### src/rtl/fetch_control_unit_if.sv
// Instruction-memory read bus between the fetch control unit (master) and the instruction memory (slave).
interface fetch_control_unit_if #(
  parameter int INSTR_ADDR_WIDTH = 20,
  parameter int INSTR_WIDTH      = 32
);
  logic                        imem_req;
  logic [INSTR_ADDR_WIDTH-1:0] imem_addr;
  logic                        imem_ack;
  logic [INSTR_WIDTH-1:0]      imem_rdata;

  modport master (output imem_req, output imem_addr, input imem_ack, input imem_rdata);
  modport slave  (input imem_req, input imem_addr, output imem_ack, output imem_rdata);
endinterface

### src/rtl/fetch_control_unit.sv
// Fetch sequencer: FETCH -> ISSUE -> ADVANCE per instruction, HALT at end of program memory.
// Optional build macro FETCH_TIMEOUT_EN adds a FETCH watchdog that raises a sticky fault.
module fetch_control_unit #(
  parameter int INSTR_ADDR_WIDTH = 20,
  parameter int INSTR_WIDTH      = 32,
  parameter int TIMEOUT_CYCLES   = 255
) (
  input  logic                        clk,
  input  logic                        rst,
  input  logic                        start,
  input  logic [INSTR_ADDR_WIDTH-1:0] pc,
  input  logic                        pc_end,
  output logic                        pc_en,
  output logic                        pc_src,
  fetch_control_unit_if.master        imem,
  output logic [INSTR_WIDTH-1:0]      instr,
  output logic                        instr_valid,
  input  logic                        instr_ready,
  input  logic                        branch_taken,
  output logic [31:0]                 retired,
  output logic                        busy,
  output logic                        halted,
  output logic                        fault
);

  typedef enum logic [2:0] {
    S_IDLE    = 3'd0,
    S_FETCH   = 3'd1,
    S_ISSUE   = 3'd2,
    S_ADVANCE = 3'd3,
    S_HALT    = 3'd4
  } state_e;

  state_e                   state_q, state_d;
  logic [INSTR_WIDTH-1:0]   instr_q;
  logic                     pc_src_q;
  logic [31:0]              retired_q;
  logic                     fetch_ack;
  logic                     handshake;
  logic                     timeout_hit;

  assign fetch_ack = (state_q == S_FETCH) && imem.imem_ack;
  assign handshake = (state_q == S_ISSUE) && instr_ready;

`ifdef FETCH_TIMEOUT_EN
  localparam int TW = (TIMEOUT_CYCLES > 1) ? $clog2(TIMEOUT_CYCLES + 1) : 1;
  localparam logic [TW-1:0] TMO_LAST = TW'(TIMEOUT_CYCLES - 1);

  logic [TW-1:0] tmo_q;
  logic          fault_q;

  // Counter holds the number of ack-less FETCH cycles so far; it sits at zero outside FETCH.
  assign timeout_hit = (state_q == S_FETCH) && !imem.imem_ack && (tmo_q == TMO_LAST);

  always_ff @(posedge clk) begin
    if (rst) begin
      tmo_q   <= '0;
      fault_q <= 1'b0;
    end else begin
      if (state_q != S_FETCH)    tmo_q <= '0;
      else if (!imem.imem_ack)   tmo_q <= tmo_q + 1'b1;
      if (timeout_hit)           fault_q <= 1'b1;
    end
  end

  assign fault = fault_q;
`else
  assign timeout_hit = 1'b0;
  assign fault       = 1'b0;
`endif

  // NOTE: sequential state uses non-blocking assignments so every register samples pre-edge values.
  always_ff @(posedge clk) begin
    if (rst) state_q <= S_IDLE;
    else     state_q <= state_d;
  end

  // NOTE: each always_comb assigns a default first so no path leaves a signal unassigned (no latch).
  always_comb begin
    state_d = state_q;
    unique case (state_q)
      S_IDLE:    if (start) state_d = S_FETCH;
      S_FETCH: begin
        if (imem.imem_ack)    state_d = S_ISSUE;
        else if (timeout_hit) state_d = S_HALT;
      end
      S_ISSUE: begin
        if (instr_ready) state_d = (pc_end && !branch_taken) ? S_HALT : S_ADVANCE;
      end
      S_ADVANCE: state_d = S_FETCH;
      S_HALT:    state_d = S_HALT;
      default:   state_d = S_IDLE;
    endcase
  end

  always_comb begin
    pc_en         = 1'b0;
    imem.imem_req = 1'b0;
    instr_valid   = 1'b0;
    busy          = 1'b0;
    halted        = 1'b0;
    unique case (state_q)
      S_FETCH:   begin imem.imem_req = 1'b1; busy = 1'b1; end
      S_ISSUE:   begin instr_valid   = 1'b1; busy = 1'b1; end
      S_ADVANCE: begin pc_en         = 1'b1; busy = 1'b1; end
      S_HALT:    halted = 1'b1;
      default:   ;
    endcase
  end

  always_ff @(posedge clk) begin
    if (rst) begin
      instr_q   <= '0;
      pc_src_q  <= 1'b0;
      retired_q <= '0;
    end else begin
      if (fetch_ack)             instr_q   <= imem.imem_rdata;
      if (handshake)             pc_src_q  <= branch_taken;
      if (state_q == S_ADVANCE)  retired_q <= retired_q + 32'd1;
    end
  end

  assign imem.imem_addr = pc;
  assign instr          = instr_q;
  assign pc_src         = pc_src_q;
  assign retired        = retired_q;

endmodule

### src/flat_wrapper.sv
// flat-port wrapper written by rule: the top's interface ports become plain ports
module fetch_control_unit_flat 
#(
  parameter int INSTR_ADDR_WIDTH = 20,
  parameter int INSTR_WIDTH      = 32,
  parameter int TIMEOUT_CYCLES   = 255
)
  (clk, rst, start, pc, pc_end, pc_en, pc_src, instr, instr_valid, instr_ready, branch_taken, retired, busy, halted, fault, imem_imem_req, imem_imem_addr, imem_imem_ack, imem_imem_rdata);
  fetch_control_unit_if #(.INSTR_ADDR_WIDTH(INSTR_ADDR_WIDTH), .INSTR_WIDTH(INSTR_WIDTH)) imem_i ();
  input  logic clk;
  input  logic rst;
  input  logic start;
  input  logic [INSTR_ADDR_WIDTH-1:0] pc;
  input  logic pc_end;
  output logic pc_en;
  output logic pc_src;
  output logic [INSTR_WIDTH-1:0] instr;
  output logic instr_valid;
  input  logic instr_ready;
  input  logic branch_taken;
  output logic [31:0] retired;
  output logic busy;
  output logic halted;
  output logic fault;
  output wire logic [$bits(imem_i.imem_req)-1:0] imem_imem_req;
  output wire logic [$bits(imem_i.imem_addr)-1:0] imem_imem_addr;
  input wire logic [$bits(imem_i.imem_ack)-1:0] imem_imem_ack;
  input wire logic [$bits(imem_i.imem_rdata)-1:0] imem_imem_rdata;
  assign imem_imem_req = imem_i.imem_req;
  assign imem_imem_addr = imem_i.imem_addr;
  assign imem_i.imem_ack = imem_imem_ack;
  assign imem_i.imem_rdata = imem_imem_rdata;
  fetch_control_unit #(.INSTR_ADDR_WIDTH(INSTR_ADDR_WIDTH), .INSTR_WIDTH(INSTR_WIDTH), .TIMEOUT_CYCLES(TIMEOUT_CYCLES)) u_core (.clk(clk), .rst(rst), .start(start), .pc(pc), .pc_end(pc_end), .pc_en(pc_en), .pc_src(pc_src), .imem(imem_i), .instr(instr), .instr_valid(instr_valid), .instr_ready(instr_ready), .branch_taken(branch_taken), .retired(retired), .busy(busy), .halted(halted), .fault(fault));
endmodule
### config.mk
export PLATFORM = sky130hd
export DESIGN_NAME = fetch_control_unit_flat
export DESIGN_NICKNAME = d
export VERILOG_FILES = /design/src/rtl/fetch_control_unit_if.sv /design/src/rtl/fetch_control_unit.sv /design/src/flat_wrapper.sv
export SDC_FILE = /design/constraint.sdc
export NUM_CORES = 1
export LEC_CHECK = 0
export ABC_CLOCK_PERIOD_IN_PS = 2020
export CAP_MARGIN = 40
export CORE_MARGIN = 1.5
export CORE_UTILIZATION = 30
export CTS_BUF_LIST = sky130_fd_sc_hd__clkbuf_16
export DETAILED_ROUTE_END_ITERATION = 8
export PLACE_DENSITY_LB_ADDON = 0.3
export SYNTH_ARGS = -nofsm -noshare
export SYNTH_HDL_FRONTEND = slang
export SYNTH_SLANG_ARGS = --single-unit
### constraint.sdc
create_clock -name clk -period 2.02 [get_ports clk]
set_input_delay 0.404 -clock clk [delete_from_list [all_inputs] [get_ports clk]]
set_output_delay 0.404 -clock clk [all_outputs]
set_load 0.05 [all_outputs]
==> run summary, run 1 <==
Synth
• library cell with the highest instance count after synthesis: nand2_1
• post-synthesis instance area: 3055 um2
• synth warn: 0
• synth unique cells: 35
• prevailing post-synth register cell: dfxtp_1
• syn nets: 436
• share of the synthesized area in the top cell type: 0.4455
• gate count of the mapped netlist: 376
• top cells by area in the synthesized netlist: dfxtp_1 45%, nand2_1 10%, a21oi_1 9.2%
• count of flip-flops with a built-in enable after synthesis: 0
• Synth Register Bits: 68
• FFs w/ async S/R, synth: 0
• mean cell area of the mapped netlist: 8.126 um2
• most frequent cells after synthesis: 82 x nand2_1, 68 x dfxtp_1, 56 x a21oi_1, 23 x buf_4, 18 x clkbuf_1
• sequential element share of the synthesized area: 0.4455
• library cell with the largest summed area after synthesis: dfxtp_1

Die
• vertical die dimension: 103.9 um
• Core Footprint: 9819 um2
• starting density of the core: 0.3112
• number of standard-cell rows in the floorplan: 36
• total die area: 10800 um2
• width of the chip: 103.9 um
• Ports: 150

Route
• routed vias/inst: 4.897
• violation count after the first detailed-routing iteration: 73
• final routed wire length divided by cell count: 13.39 um
• number of nets with antenna violations after routing: 0
• drt first pass iters: 4
• total number of vias: 2948
• DRC viols: 0
• Post-Route WL: 8060 um

GRT
• Congestion Overflow GR: 0
• maximum number of pins on one net before global-route repair: 41
• via count of the first global-routing pass: 2800
• Tot GR Track Use: 0.1497
• antenna violations before repair: 0
• wire length of the first global-routing pass: 13390 um

Timing
• actual transition at the worst max-transition pin: 534.6 ps
• final number of hold-violating endpoints: 0
• clock period minus worst slack: 1968 ps
• Period Utilization, post-route: 0.9744
• Worst Hold Margin: 452.3 ps
• Max Clock Skew: 5.199 ps
• final number of max-transition violations: 0
• highest clock rate: 508.1 MHz
• post-layout worst setup margin: 51.75 ps
• Final setup viols: 0
• headroom to the max-slew limit: 0.6425
• setup repair after global routing missed its margin: false

Cells and area
• fraction of final layout cells with drive strength greater than 1: 0.1493
• diode count: 0
• number of standard cells in the layout, taps in and fillers out: 602
• total non-filler cell area in the finished layout: 4594 um2
• number of nets in the finished design: 524
• utilization of the core after routing: 0.4679
• Area Growth Syn to Fin: 50.37%

Place
• Cell Count Post-Placement: 586
• placed instance area: 4229 um2
• Setup WS pre-CTS: 61.53 ps
• I/O Buffers: 108
• Final Wtd Congestion: 0.7534
• Final HPWL DP: 5608 um

Setup path
• critical path type: register to primary output
• worst reg2reg endpoint: u_core.retired[20]
• setup slack on the worst flop-to-flop path: 140 ps
• critical path endpoint category: primary output
• worst path bufs/invs: 1
• worst-path fanout max: 6
• CP max stage delay: 840 ps
• critical path required time: 1620 ps
• CP Cell Sequence: clkdlybuf4s50_1
• critical path launch point type: register
• kind of cell adding the most delay to the critical path: buffers and inverters
• worst-path cell with the longest stage delay: clkdlybuf4s50_1
• start of the worst register-to-register path: u_core.retired[1]
• worst path arrival time: 1560 ps
• worst reg-to-reg path cell count: 6

Flow run
• total of max-cap violations: 0

Worst hold path
• Hold Crit Start: u_core.pc_src
• Endpoint, Worst Hold: u_core.pc_src
• Hold Crit Class: register to register
• cell count of the worst hold path: 2

Clock tree
• clock-pin slew of the registers on the worst-case setup and hold paths: 60 ps
• TritonCTS clock tree: built
• TritonCTS Buffers: 9
• maximum root-to-sink buffer count: 2
• clock tree root driver cell: clkbuf_16
• Post CTS Setup Buffer Count: 0
• clock latency of the later-clocked register in the worst-skew pair: 330 ps
• number of levels the H-tree was split into: 3
• hold buffers post-CTS: 0
• TritonCTS sink count: 68

Power and ir drop
• maximum vdd drop: 0.4504 mV
• static power due to leakage: 1.632 nW
• power density relative to cell area: 797.3 nW/um2

Run status
• result of the run: complete, no violations

==> layout make-up <==
cell class	count	area (um2)
Clock buffer	9	225.2
Clock inverter	7	123.9
Fill cell	960	5225
Inverter	5	18.77
Multi-Input combinational cell	259	1433
Sequential cell	68	1389
Tap cell	133	166.4
Timing Repair Buffer	121	1239
==> where the power goes <==
group	internal, W	total, W	switching (W)
combinational	0.000184	0.000439	0.000254
clock	0.00121	0.00183	0.000615
sequential	0.00137	0.00140	0.0000216
total	0.00277	0.00366	0.000891
==> metrics by stage <==
step / setup TNS, ps / total power, W
floorplan: -0.8833 / 0.001772
global placement: 0 / 0.001864
detailed placement: 0 / 0.001867
CTS: 0 / 0.003700
global route: 0 / 0.003786
finish: 0 / 0.003663
==> worst max path at each step <==
stage                  startpoint                 end  slack (ps)  depth (start not counted)
3_3_place_gp    u_core.state_q[1]  u_core.retired[31]          90                          4
6_report       u_core.retired[27]         retired[27]          50                          1
4_1_cts        u_core.retired[26]         retired[26]         0.3                          1
3_5_place_dp    u_core.state_q[1]  u_core.retired[31]          60                          4
5_1_grt        u_core.retired[27]         retired[27]           1                          1
2_1_floorplan   u_core.retired[0]  u_core.retired[18]        -0.9                          6
==> metal layers <==
layer / vias up / global-route usage / share of wire
met5: - / 0 / 0
met4: 0 / 0.05952 / 0.014
met3: 11 / 0.06955 / 0.10
met2: 111 / 0.2308 / 0.44
met1: 1356 / 0.1804 / 0.44
li1: 1470 / - / -
==> registers in the layout (all words and copies together), names as in the netlist <==
register and count:
u_core.instr 32, u_core.pc_src 1, u_core.retired 32, u_core.state_q 3
==> worst min-delay path, cell delays in order (launching register included) <==
cell and delay (ps):
dfxtp_1 310, nand2_1 50, a21oi_1 50
==> cells by family (layout without fill, tap and decap cells) <==
kind of cell,count (synthesis),after routing,share of synthesized area
flops,68,68,0.4455
xor+xnor,9,9,0.02580
other cells,1,1,0.001227
compound gates,78,78,0.1405
simple gates,168,168,0.2838
mux,2,2,0.007370
buf+inv,49,142,0.09173
fa+ha+maj,1,1,0.004094
==> what timing repair did <==
item,in CTS,in global routing
hold endpoints to repair,0,0
setup endpoints to repair,0,12
resized for setup,0,5
==> cell usage in the layout, fill, tap and decap left out, types with 5 or more instances in the layout <==
| master | instances |
|---|---|
| clkdlybuf4s50_1 | 94 |
| inv_1 | 5 |
| or4_1 | 14 |
| xnor2_1 | 7 |
| nor2_1 | 14 |
| o31ai_1 | 14 |
| or3_1 | 9 |
| dfxtp_1 | 48 |
| buf_12 | 7 |
| dfxtp_2 | 19 |
| nand3_1 | 10 |
| clkbuf_16 | 9 |
| a21oi_1 | 56 |
| nand4_1 | 8 |
| nor4_1 | 5 |
| nand2_1 | 82 |
| o21ai_0 | 7 |
| buf_4 | 17 |
Power figures use the tool's default switching activity.
==> inputs of run 2 (changes only) <==
- CORE_ASPECT_RATIO: unset -> 1.75
- CTS_CLUSTER_SIZE: unset -> 16
==> run 2 against run 1 <==
  * Clock power fell by 18%
  * Sequential share of layout area rose by 0.37 points
  * Critical path depth did not move
  * Worst hold slack got worse by 40 ps
  * Utilization fell by 1.1 points
  * Fmax rose by 0.51%
  * Routed wire length rose by 2.5%
  * Combinational power rose by 1%
  * Count of clock-buffer cells in the layout did not move
  * Die area rose by 0.22%
  * Critical path type unchanged
==> run summary, run 2 (synthesis results as in run 1) <==
Run status
• result of the run: complete, no violations, unchanged

Timing
• setup repair after global routing missed its margin: false, unchanged
• Max Clock Skew: 12.44 ps, was 5.199 ps
• TNS Setup: 0 ps, unchanged
• final number of hold-violating endpoints: 0, unchanged
• headroom to the max-slew limit: 0.6244, was 0.6425
• clock period minus worst slack: 1958 ps, was 1968 ps
• Worst Hold Margin: 412.3 ps, was 452.3 ps
• Period Utilization, post-route: 0.9695, was 0.9744
• post-layout worst setup margin: 61.68 ps, was 51.75 ps
• actual transition at the worst max-transition pin: 561.7 ps, was 534.6 ps
• Final setup viols: 0, unchanged
• highest clock rate: 510.6 MHz, was 508.1 MHz
• final number of max-transition violations: 0, unchanged

Place
• Final HPWL DP: 6086 um, was 5608 um
• Final Wtd Congestion: 0.7735, was 0.7534
• Setup WS pre-CTS: 30.39 ps, was 61.53 ps
• placed instance area: 4232 um2, was 4229 um2
• I/O Buffers: 108, unchanged

Power and ir drop
• static power due to leakage: 1.637 nW, was 1.632 nW
• maximum vdd drop: 0.3997 mV, was 0.4504 mV
• post-layout power: 0.003344 W, was 0.003663 W
• power density relative to cell area: 738.1 nW/um2, was 797.3 nW/um2

Worst hold path
• Hold Crit Class: primary input to register, was register to register

Die
• width of the chip: 79.29 um, was 103.9 um
• Core Footprint: 9910 um2, was 9819 um2
• Ports: 150, unchanged
• total die area: 10820 um2, was 10800 um2
• vertical die dimension: 136.5 um, was 103.9 um
• number of standard-cell rows in the floorplan: 48, was 36
• starting density of the core: 0.3083, was 0.3112

Cells and area
• total non-filler cell area in the finished layout: 4531 um2, was 4594 um2
• fraction of final layout cells with drive strength greater than 1: 0.1465, was 0.1493
• most common library cell in the layout ignoring fill and taps: clkdlybuf4s50_1, unchanged
• Area Growth Syn to Fin: 48.28%, was 50.37%
• commonest cells after routing, fill and taps aside: 91 x clkdlybuf4s50_1, 82 x nand2_1, 56 x a21oi_1, was 94 x clkdlybuf4s50_1, 82 x nand2_1, 56 x a21oi_1
• number of nets in the finished design: 526, was 524
• diode count: 0, unchanged

GRT
• Tot GR Track Use: 0.1570, was 0.1497
• Congestion Overflow GR: 0, unchanged
• antenna violations before repair: 0, unchanged
• wire length of the first global-routing pass: 13270 um, was 13390 um
• maximum number of pins on one net before global-route repair: 34, was 41
• via count of the first global-routing pass: 2746, was 2800

Setup path
• critical path launch point type: register, unchanged
• worst-path fanout max: 5, was 6
• CP max stage delay: 830 ps, was 840 ps
• worst-path cell with the longest stage delay: clkdlybuf4s50_1, unchanged
• critical path type: register to primary output, unchanged
• worst path arrival time: 1550 ps, was 1560 ps
• kind of cell adding the most delay to the critical path: buffers and inverters, unchanged
• critical path required time: 1620 ps, about the same
• worst path bufs/invs: 1, unchanged
• CP Cell Sequence: clkdlybuf4s50_1, unchanged
• critical path endpoint category: primary output, unchanged

Route
• final routed wire length divided by cell count: 13.86 um, was 13.39 um
• DRC viols: 0, unchanged
• drt first pass iters: 4, unchanged
• number of nets with antenna violations after routing: 0, unchanged
• routed vias/inst: 4.901, was 4.897
• Post-Route WL: 8261 um, was 8060 um
• total number of vias: 2921, was 2948
• violation count after the first detailed-routing iteration: 75, was 73

Flow run
• total of max-cap violations: 0, unchanged

Clock tree
• hold buffers post-CTS: 0, unchanged
• maximum root-to-sink buffer count: 2, unchanged
• Post CTS Setup Buffer Count: 0, unchanged
• clock tree root driver cell: clkbuf_16, unchanged
• TritonCTS clock tree: built, unchanged
• TritonCTS sink count: 68, unchanged
• TritonCTS Buffers: 9, unchanged
• clock latency of the later-clocked register in the worst-skew pair: 330 ps, about the same
• clock-pin slew of the registers on the worst-case setup and hold paths: 60 ps, about the same
• number of levels the H-tree was split into: 3, unchanged

-- run 2: metal layers --
metal  wire (um)  vias to the layer above  GRT usage
li1            -                     1474          -
met1        3133                     1356     0.1674
met2        4407                       77     0.2764
met3         512                       14    0.04867
met4         207                        0    0.07602
met5           0                        -          0
-- run 2: layout make-up --
cell class | instances | area [um2]
clock inverter | 7 | 57.56
tap | 125 | 156.4
multi-input combinational | 259 | 1434
fill | 971 | 5379
timing repair buffer | 123 | 1252
sequential | 68 | 1386
clock buffer | 9 | 225.2
inverter | 5 | 18.77
-- run 2: report_power, final --
group,total (W),internal (W),switching [W]
sequential,0.00140,0.00138,0.0000208
combinational,0.000445,0.000187,0.000257
clock,0.00150,0.000935,0.000568
-- run 2: metrics by stage --
| step | cells | util |
|---|---|---|
| 6_report | 596 | 0.4572 |
| 3_5_place_dp | 580 | 0.4270 |
| 5_1_grt | 596 | 0.4572 |
| 3_3_place_gp | 580 | 0.4270 |
| 4_1_cts | 596 | 0.4554 |
| 2_1_floorplan | 376 | - |
-- run 2: worst paths after layout --
path	startpoint	endpoint	cells after the start	slack [ps]
max	u_core.retired[28]	retired[28]	1	60
min	rst	u_core.instr[10]	2	410
max reg2reg	u_core.retired[9]	u_core.retired[30]	4	130
min reg2reg	u_core.instr[31]	u_core.instr[31]	2	450
-- run 2: repair_timing --
action | 4_1_cts | 5_1_grt
hold endpoints to repair | 0 | 0
gates resized for setup | 1 | 5
setup endpoints to repair | 1 | 16
